**src/rtl/alu_ctrl_rv32i.sv**
```systemverilog
// RV32I execute-issue stage: decodes an instruction into ALU selector/operands and holds it
// in a registered valid/ready slot. Optional skid register enabled by `ALU_CTRL_SKID_EN.
module alu_ctrl_rv32i #(
    parameter int W = 32
) (
    input  logic         clk,
    input  logic         rst_n,
    input  logic         flush,
    input  logic         in_valid,
    output logic         in_ready,
    input  logic [31:0]  in_instr,
    input  logic [W-1:0] in_pc,
    input  logic [W-1:0] in_rs1,
    input  logic [W-1:0] in_rs2,
    output logic         out_valid,
    input  logic         out_ready,
    output logic [3:0]   out_alu_sel,
    output logic [W-1:0] out_a,
    output logic [W-1:0] out_b,
    output logic [W-1:0] out_store_data,
    output logic         out_illegal
);

    localparam logic [6:0] OP_R      = 7'b0110011;
    localparam logic [6:0] OP_I_ALU  = 7'b0010011;
    localparam logic [6:0] OP_LOAD   = 7'b0000011;
    localparam logic [6:0] OP_JALR   = 7'b1100111;
    localparam logic [6:0] OP_STORE  = 7'b0100011;
    localparam logic [6:0] OP_BRANCH = 7'b1100011;
    localparam logic [6:0] OP_LUI    = 7'b0110111;
    localparam logic [6:0] OP_AUIPC  = 7'b0010111;
    localparam logic [6:0] OP_JAL    = 7'b1101111;

    localparam logic [6:0] F7_BASE = 7'b0000000;
    localparam logic [6:0] F7_ALT  = 7'b0100000;

    localparam logic [3:0] SEL_ADD  = 4'd0;
    localparam logic [3:0] SEL_SUB  = 4'd1;
    localparam logic [3:0] SEL_SLL  = 4'd2;
    localparam logic [3:0] SEL_SLT  = 4'd3;
    localparam logic [3:0] SEL_SLTU = 4'd4;
    localparam logic [3:0] SEL_XOR  = 4'd5;
    localparam logic [3:0] SEL_SRL  = 4'd6;
    localparam logic [3:0] SEL_SRA  = 4'd7;
    localparam logic [3:0] SEL_OR   = 4'd8;
    localparam logic [3:0] SEL_AND  = 4'd9;

    typedef struct packed {
        logic [3:0]   sel;
        logic [W-1:0] a;
        logic [W-1:0] b;
        logic [W-1:0] sd;
        logic         ill;
    } bundle_t;

    function automatic logic [W-1:0] sext32(input logic [31:0] v);
        return W'($signed(v));
    endfunction

    // Base (funct7 = 0) operation for a funct3 value, shared by R-type and I-ALU.
    function automatic logic [3:0] base_sel(input logic [2:0] f3);
        logic [3:0] s;
        case (f3)
            3'b000:  s = SEL_ADD;
            3'b001:  s = SEL_SLL;
            3'b010:  s = SEL_SLT;
            3'b011:  s = SEL_SLTU;
            3'b100:  s = SEL_XOR;
            3'b101:  s = SEL_SRL;
            3'b110:  s = SEL_OR;
            3'b111:  s = SEL_AND;
            default: s = SEL_ADD;
        endcase
        return s;
    endfunction

    function automatic bundle_t decode(input logic [31:0]  ins,
                                       input logic [W-1:0] pc,
                                       input logic [W-1:0] rs1,
                                       input logic [W-1:0] rs2);
        bundle_t     d;
        logic [2:0]  f3;
        logic [6:0]  f7;
        logic [31:0] imm_i;
        logic [31:0] imm_s;
        logic [31:0] imm_u;
        logic [31:0] imm_j;
        f3    = ins[14:12];
        f7    = ins[31:25];
        imm_i = {{20{ins[31]}}, ins[31:20]};
        imm_s = {{20{ins[31]}}, ins[31:25], ins[11:7]};
        imm_u = {ins[31:12], 12'h000};
        imm_j = {{11{ins[31]}}, ins[31], ins[19:12], ins[20], ins[30:21], 1'b0};
        d.sel = SEL_ADD;
        d.a   = rs1;
        d.b   = sext32(imm_i);
        d.sd  = rs2;
        d.ill = 1'b0;
        case (ins[6:0])
            OP_R: begin
                d.b = rs2;
                if (f7 == F7_BASE) begin
                    d.sel = base_sel(f3);
                end else if (f7 == F7_ALT && f3 == 3'b000) begin
                    d.sel = SEL_SUB;
                end else if (f7 == F7_ALT && f3 == 3'b101) begin
                    d.sel = SEL_SRA;
                end else begin
                    d.ill = 1'b1;
                end
            end
            OP_I_ALU: begin
                if (f3 == 3'b001 || f3 == 3'b101) begin
                    d.b = {{(W-5){1'b0}}, ins[24:20]};
                    if (f7 == F7_BASE) begin
                        d.sel = base_sel(f3);
                    end else if (f7 == F7_ALT && f3 == 3'b101) begin
                        d.sel = SEL_SRA;
                    end else begin
                        d.ill = 1'b1;
                    end
                end else begin
                    d.sel = base_sel(f3);
                end
            end
            OP_LOAD, OP_JALR: begin
                d.sel = SEL_ADD;
            end
            OP_STORE: begin
                d.b = sext32(imm_s);
            end
            OP_BRANCH: begin
                d.b = rs2;
                case (f3)
                    3'b000, 3'b001: d.sel = SEL_SUB;
                    3'b100, 3'b101: d.sel = SEL_SLT;
                    3'b110, 3'b111: d.sel = SEL_SLTU;
                    default:        d.ill = 1'b1;
                endcase
            end
            OP_LUI: begin
                d.a = {W{1'b0}};
                d.b = sext32(imm_u);
            end
            OP_AUIPC: begin
                d.a = pc;
                d.b = sext32(imm_u);
            end
            OP_JAL: begin
                d.a = pc;
                d.b = sext32(imm_j);
            end
            default: begin
                d.ill = 1'b1;
            end
        endcase
        // Illegal bundles carry a neutral ADD 0,0 so the ALU result is harmless.
        if (d.ill) begin
            d.sel = SEL_ADD;
            d.a   = {W{1'b0}};
            d.b   = {W{1'b0}};
        end else begin
            d.sel = d.sel;
        end
        return d;
    endfunction

    bundle_t dec_s;
    bundle_t main_r;
    logic    main_valid_r;
    logic    push_s;
    logic    pop_s;

    assign dec_s  = decode(in_instr, in_pc, in_rs1, in_rs2);
    assign push_s = in_valid & in_ready;
    assign pop_s  = main_valid_r & out_ready;

    assign out_valid      = main_valid_r;
    assign out_alu_sel    = main_r.sel;
    assign out_a          = main_r.a;
    assign out_b          = main_r.b;
    assign out_store_data = main_r.sd;
    assign out_illegal    = main_r.ill;

`ifdef ALU_CTRL_SKID_EN
    bundle_t skid_r;
    logic    skid_valid_r;
    bundle_t main_nxt_s;
    bundle_t skid_nxt_s;
    logic    main_valid_nxt_s;
    logic    skid_valid_nxt_s;

    // The skid-valid flop alone decides readiness; reset forces it low while asserted.
    assign in_ready = rst_n & ~skid_valid_r;

    // Next-state for main and skid slots; the skid slot always drains into main first.
    always_comb begin
        main_nxt_s       = main_r;
        skid_nxt_s       = skid_r;
        main_valid_nxt_s = main_valid_r;
        skid_valid_nxt_s = skid_valid_r;
        if (flush) begin
            main_valid_nxt_s = 1'b0;
            skid_valid_nxt_s = 1'b0;
        end else if (pop_s) begin
            if (skid_valid_r) begin
                main_nxt_s       = skid_r;
                main_valid_nxt_s = 1'b1;
                if (push_s) begin
                    skid_nxt_s       = dec_s;
                    skid_valid_nxt_s = 1'b1;
                end else begin
                    skid_valid_nxt_s = 1'b0;
                end
            end else if (push_s) begin
                main_nxt_s       = dec_s;
                main_valid_nxt_s = 1'b1;
            end else begin
                main_valid_nxt_s = 1'b0;
            end
        end else if (!main_valid_r) begin
            if (push_s) begin
                main_nxt_s       = dec_s;
                main_valid_nxt_s = 1'b1;
            end else begin
                main_valid_nxt_s = 1'b0;
            end
        end else if (push_s) begin
            skid_nxt_s       = dec_s;
            skid_valid_nxt_s = 1'b1;
        end else begin
            skid_valid_nxt_s = skid_valid_r;
        end
    end

    // Slot registers.
    always_ff @(posedge clk or negedge rst_n) begin
        if (!rst_n) begin
            main_r       <= '0;
            skid_r       <= '0;
            main_valid_r <= 1'b0;
            skid_valid_r <= 1'b0;
        end else begin
            main_r       <= main_nxt_s;
            skid_r       <= skid_nxt_s;
            main_valid_r <= main_valid_nxt_s;
            skid_valid_r <= skid_valid_nxt_s;
        end
    end
`else
    // Single slot: a new bundle may enter whenever the held one leaves this cycle.
    assign in_ready = rst_n & (out_ready | ~main_valid_r);

    // Single slot register; a simultaneous accept/leave replaces the bundle without a bubble.
    always_ff @(posedge clk or negedge rst_n) begin
        if (!rst_n) begin
            main_r       <= '0;
            main_valid_r <= 1'b0;
        end else if (flush) begin
            main_valid_r <= 1'b0;
        end else if (push_s) begin
            main_r       <= dec_s;
            main_valid_r <= 1'b1;
        end else if (pop_s) begin
            main_valid_r <= 1'b0;
        end else begin
            main_valid_r <= main_valid_r;
        end
    end
`endif

endmodule

```
**config.mk**
```make
export PLATFORM = sky130hd
export DESIGN_NAME = alu_ctrl_rv32i
export DESIGN_NICKNAME = d
export VERILOG_FILES = /design/src/rtl/alu_ctrl_rv32i.sv
export SDC_FILE = /design/constraint.sdc
export NUM_CORES = 1
export LEC_CHECK = 0
export BUFFER_PORTS_ARGS = -buffer_cell sky130_fd_sc_hd__buf_2
export CAP_MARGIN = 10
export CELL_PAD_IN_SITES_DETAIL_PLACEMENT = 0
export CELL_PAD_IN_SITES_GLOBAL_PLACEMENT = 1
export CORE_ASPECT_RATIO = 1.5
export CORE_UTILIZATION = 34
export CTS_BUF_LIST = sky130_fd_sc_hd__clkbuf_8 sky130_fd_sc_hd__clkbuf_16
export CTS_CLUSTER_DIAMETER = 200
export DETAILED_ROUTE_END_ITERATION = 16
export MAX_ROUTING_LAYER = met4
export PLACE_DENSITY_LB_ADDON = 0.3
export SETUP_SLACK_MARGIN = 0.4
export SKIP_LAST_GASP = 1
export SLEW_MARGIN = 20
export SYNTH_ARGS = -nofsm -noshare
export SYNTH_HDL_FRONTEND = slang
export SYNTH_SLANG_ARGS = --single-unit
```
**constraint.sdc**
```tcl
create_clock -name clk -period 2 [get_ports clk]
set_input_delay 0.4 -clock clk [delete_from_list [all_inputs] [get_ports clk]]
set_output_delay 0.4 -clock clk [all_outputs]
set_load 0.01 [all_outputs]
```
# == After elaboration in Yosys (flattened, before gate mapping) ==
# Memories as Yosys holds them, arrays and structs flattened.
# Cells that the tools add are included.
# totals
register_bits,102
ram_bits,0
elab_cells,67
latch_bits,0
n_memories,3
output_inout_bits,103
mem_bits_ro,96
# classes
reduce_logical,15
div_mod_pow,0
multipliers,0
mux,22
bitwise_logic,6
eq_ne,15
add_sub_neg,0
order_cmp,0
shift,0
# mem_list
memory,words,word_bits,rd,rd_ports_with_merged_regs,wr,line,text
(no name shown),8,4,1,0,0,63,case (f3)
(no name shown),8,4,1,0,0,63,
(no name shown),8,4,1,0,0,63,
# op_table
op,count
$pmux 32 s5,1
$mux 64,1
$pmux 32 s2,1
$mux 32,1
$eq 7x6->1 const B,4
$eq 7x7->1 const B,3
$mux 4,4
$eq 7x5->1 const B,2
$eq 3x3->1 const B,4
$pmux 4 s3,1
$reduce_or 2->1,6
$reduce_or 6->1,2
$mux 1,9
$pmux 3 s3,1
$eq 7x2->1 const B,1
$logic_not 7->1,1
$mux 3,2
$pmux 1 s4,1
$and 1x1->1,3
$eq 3x1->1 const B,1
$logic_not 3->1,1
$reduce_bool 3->1,1
$logic_and 1x1->1,2
$not 1->1,2
3 further kinds,3

# == Logic depth before layout (Yosys ltp) ==
# logic_depth
depth_word,7
mapped_depth,9
mapped_depth_nobuf,7

# == Worst setup path before layout ==
# Ideal clock, no wire load.
# synth_path
path_kind,in2reg
start,in in_instr[2]
end,"reg main_r, in the netlist out_b[10]"
t_required_ns,1.874
t_arrival_ns,2.027
stages,8
path_buffers,3
setup_slack_ns,-0.153
path_cell_list,buf_6 > nand4bb_1 > buf_4 > or3_1 > o2111a_1 > and3_4 > buf_6 > a221o_1
# synth_via
elab_chain_cells,4
word_cells_on_any_way,15
# synth_lines
item,line,text
"start, declared",11,"input logic [31:0] in_instr,"
"$eq 7x7->1, or another cell as far along",-,
$reduce_or 6->1 (no line) / $reduce_or 2->1 (equally long branches),-,
$pmux 1 s4 / $pmux 32 s5 (equally long branches),99,case (ins[6:0])
$mux 64 (*),158,if (d.ill) begin
"end signal, assigned",262,main_r <= dec_s;
"end, declared",169,bundle_t main_r;
# Mark *: on every way between the ends. The rest lies on a longest branch, timed or not.
# A chain may end at the register's enable or synchronous reset.

# == Final worst setup path ==
# layout_path
start,in in_instr[13]
end,"reg main_r, in the netlist out_b[6]"
# layout_via
elab_chain_cells,7
word_cells_on_any_way,20
# layout_lines
item,line
$eq 3x3->1,-
$logic_and 1x1->1,"106, 117"
$mux 1,"106, 117"
$mux 1 (on tied branches),"115, 104"
$mux 1 (on tied branches),"113, 102"
$pmux 1 s4,99
$mux 64 (*),158
# Marked as above.

==> results.txt <==
status = finished, final reports clean
clk_lat worst skew = 0.35 ns
Starting Density = 35.2%
TritonRoute pass-1 iters = 8
initial antenna violation count = 1
CTS max path bufs = 2
detailed-route via count = 5477
fin util = 57.5%
FF-to-FF Start = out_valid
Yosys cell types = 59
Setup crit start kind = input pin
largest net degree at the start of global routing = 94
post-place instance area = 0.00684 mm^2
Combinational Power Share = 19.6%
RSZ-0062 raised after global routing = true
switch share = 28.3%
Placed Cells = 987
RD Place Congestion = 0.874
first-pass GRT wire length = 29.3 mm
max cap viols = 0
Synth Flop Type = dfrtp_1
worst path required time = 2.23 ns
Crit. End Element = flop
layout cell share with drive strength beyond 1 = 51.9%
input/output buffers = 235
clock root buffer = clkbuf_16
routed wire length per instance = 19.4 um
fmax = 0.564 GHz
FF+latch count, synth = 102
clock share of power = 37.4%
post-route ant nets = 0
clk sinks = 102
Worst Tran Pin Value = 0.609 ns
final hold viol count = 0
fin. max-slew vios = 0
Congestion Overflow GR = 0
Hold Slack = 0.193 ns
maximum net fanout on the critical path = 6
Yosys top cell area share = 51.1%
Core Area = 0.0142 mm^2
GRT Overall Usage = 26.2%
clock slew at reported path FFs = 0.08 ns
H-tree depth = 3
CTS tree = yes
critical path launch point = in_instr[13]
cells after synthesis = 532
CTS Buf Count = 9
switching power = 1.52 mW
Layout area overhead = 63.1%
die area = 0.0152 mm^2
Tcrit/Tclk final = 88.7%
Final Cell Area = 0.00816 mm^2
Setup violations, final = 0
sequential-to-total area share from yosys stat = 51.1%
Avg Cell Area, Syn = 9.40 um^2
Die Y = 151 um
start-to-end type of the worst setup path = in2reg
Yosys warning count = 0
Final nets = 975
cell accounting for the most synthesized area = dfrtp_1
Synth area leaders = dfrtp_1 51%, nand2_1 12%, a22oi_1 6.5%, o21ai_0 4.1%, a222oi_1 3.0%
Worst Hold Class = in2async
I/O pins = 236
syn_nets = 670
via density per instance = 5.29
Post-synth ARST share = 100%
pwr/cell area = 657 mW/mm^2
Final WS setup = 0.227 ns
Slew Limit Headroom = 59.2%
peak supply drop = 0.507 mV
residual DRC count = 0
fin cells = 1036
vias in the first global route = 5625
FP Rows = 53
number of flops mapped to enable cells by yosys = 0
post-place setup slack = -0.338 ns
Critical Path AT = 2.00 ns
Pleak = 4.20 nW
Mapped Area = 0.00500 mm^2
P_int = 3.84 mW
die width = 101 um
drt initial violations = 258
final worst path period need = 1.77 ns
Sequential Power Share = 43.1%
hpwl dp = 13.6 mm
routed wire length = 20.1 mm
Final Skew = 0.0156 ns
critical path: stages:
cell and delay (ns):
buf_8 0.10, buf_6 0.13, ha_4 0.16, o21ai_2 0.14
buf_6 0.12, nand2_4 0.05, nor3b_4 0.24, buf_6 0.13
a2111oi_4 0.04, buf_4 0.17, a221o_1 0.31
placed cells by master (no fill, tap or decap), types with 11 or more instances in the layout:
master	count
a222oi_1	15
nand2_1	159
dfrtp_1	102
o21ai_1	35
clkbuf_16	13
buf_6	17
o21ai_2	11
buf_2	227
buf_4	68
a22oi_2	31
a22oi_1	12
cells in the mapped netlist (3+ instances only):
| cell | count |
|---|---|
| nor2b_1 | 9 |
| a222oi_1 | 15 |
| o21ai_1 | 13 |
| nor3_1 | 5 |
| o21ai_0 | 41 |
| nor2_1 | 11 |
| nand3_1 | 3 |
| buf_2 | 11 |
| clkbuf_1 | 20 |
| a221oi_1 | 11 |
| a221o_1 | 6 |
| nand2_1 | 161 |
| inv_1 | 6 |
| a22oi_1 | 43 |
| buf_1 | 6 |
| ha_1 | 5 |
| and3_1 | 5 |
| dfrtp_1 | 102 |
| a22o_1 | 3 |
| a21oi_1 | 4 |
kinds of logic after synthesis:
logic type,after synthesis,synth area share (%)
adders and majority gates,5,1.25
buffers and inverters,47,4.20
xor gates and xnor gates,1,0.175
AOI/OAI and AO/OA,156,22.7
muxes,5,1.30
DFF,102,51.1
and+or+nand+nor,216,19.3
area by class of cell:
type / instances / area [um^2]
fill: 1322 / 6030
multi-input combinational: 384 / 2710
sequential: 102 / 2550
timing repair buffer: 334 / 2280
tap: 192 / 240
clock buffer: 9 / 225
clock inverter: 7 / 114
inverter: 6 / 30.0
antenna: 2 / 5.00
final timing paths:
kind	end	cells after the start	slack [ns]
setup / recovery	out_b[6]	11	0.23
hold / removal	out_a[24]	2	0.19
setup reg to reg	out_b[15]	7	0.27
hold reg to reg	out_store_data[9]	2	0.48
max in group asynchronous	out_store_data[2]	2	1.03
min in group clk	out_valid	2	0.26
power by group through the flow:
stage                     combinational [mW]  clock, mW  sequential [mW]
after floorplan                        0.294          0             2.42
after global placement                 0.887          0             2.34
after detailed placement               0.901          0             2.35
after CTS                              0.982       2.05             2.31
after global routing                    1.15       2.11             2.33
final                                   1.05       2.00             2.31
flip-flops by register name (all words and copies together) (netlist names):
register / cells
out_valid: 1
out_store_data: 32
out_alu_sel: 4
out_illegal: 1
out_b: 32
out_a: 32
repair_timing:
item | 4_1_cts | 5_1_grt
hold buffers | 1 | 0
cloned | 4 | 7
resized for setup | 95 | 64
pin swaps | 44 | 42
hold endpoints to repair | 9 | 0
endpoints found under the setup margin | 68 | 70
buffers inserted | 8 | 11
layer usage:
| metal | share of wire (%) | global-route usage, % | vias to the layer above |
|---|---|---|---|
| li1 | - | - | 2546 |
| met1 | 36 | 27.8 | 2666 |
| met2 | 56 | 48.7 | 221 |
| met3 | 4.8 | 3.81 | 44 |
| met4 | 2.9 | 9.35 | 0 |
| met5 | 0 | - | - |
metrics by stage:
step,TNS [ns],power [mW]
after global routing,0,5.59
after global placement,-9.36,3.23
after floorplan,-1.06,2.71
final,0,5.36
after detailed placement,-11.70,3.25
after CTS,0,5.34
Power figures use the tool's default switching activity.
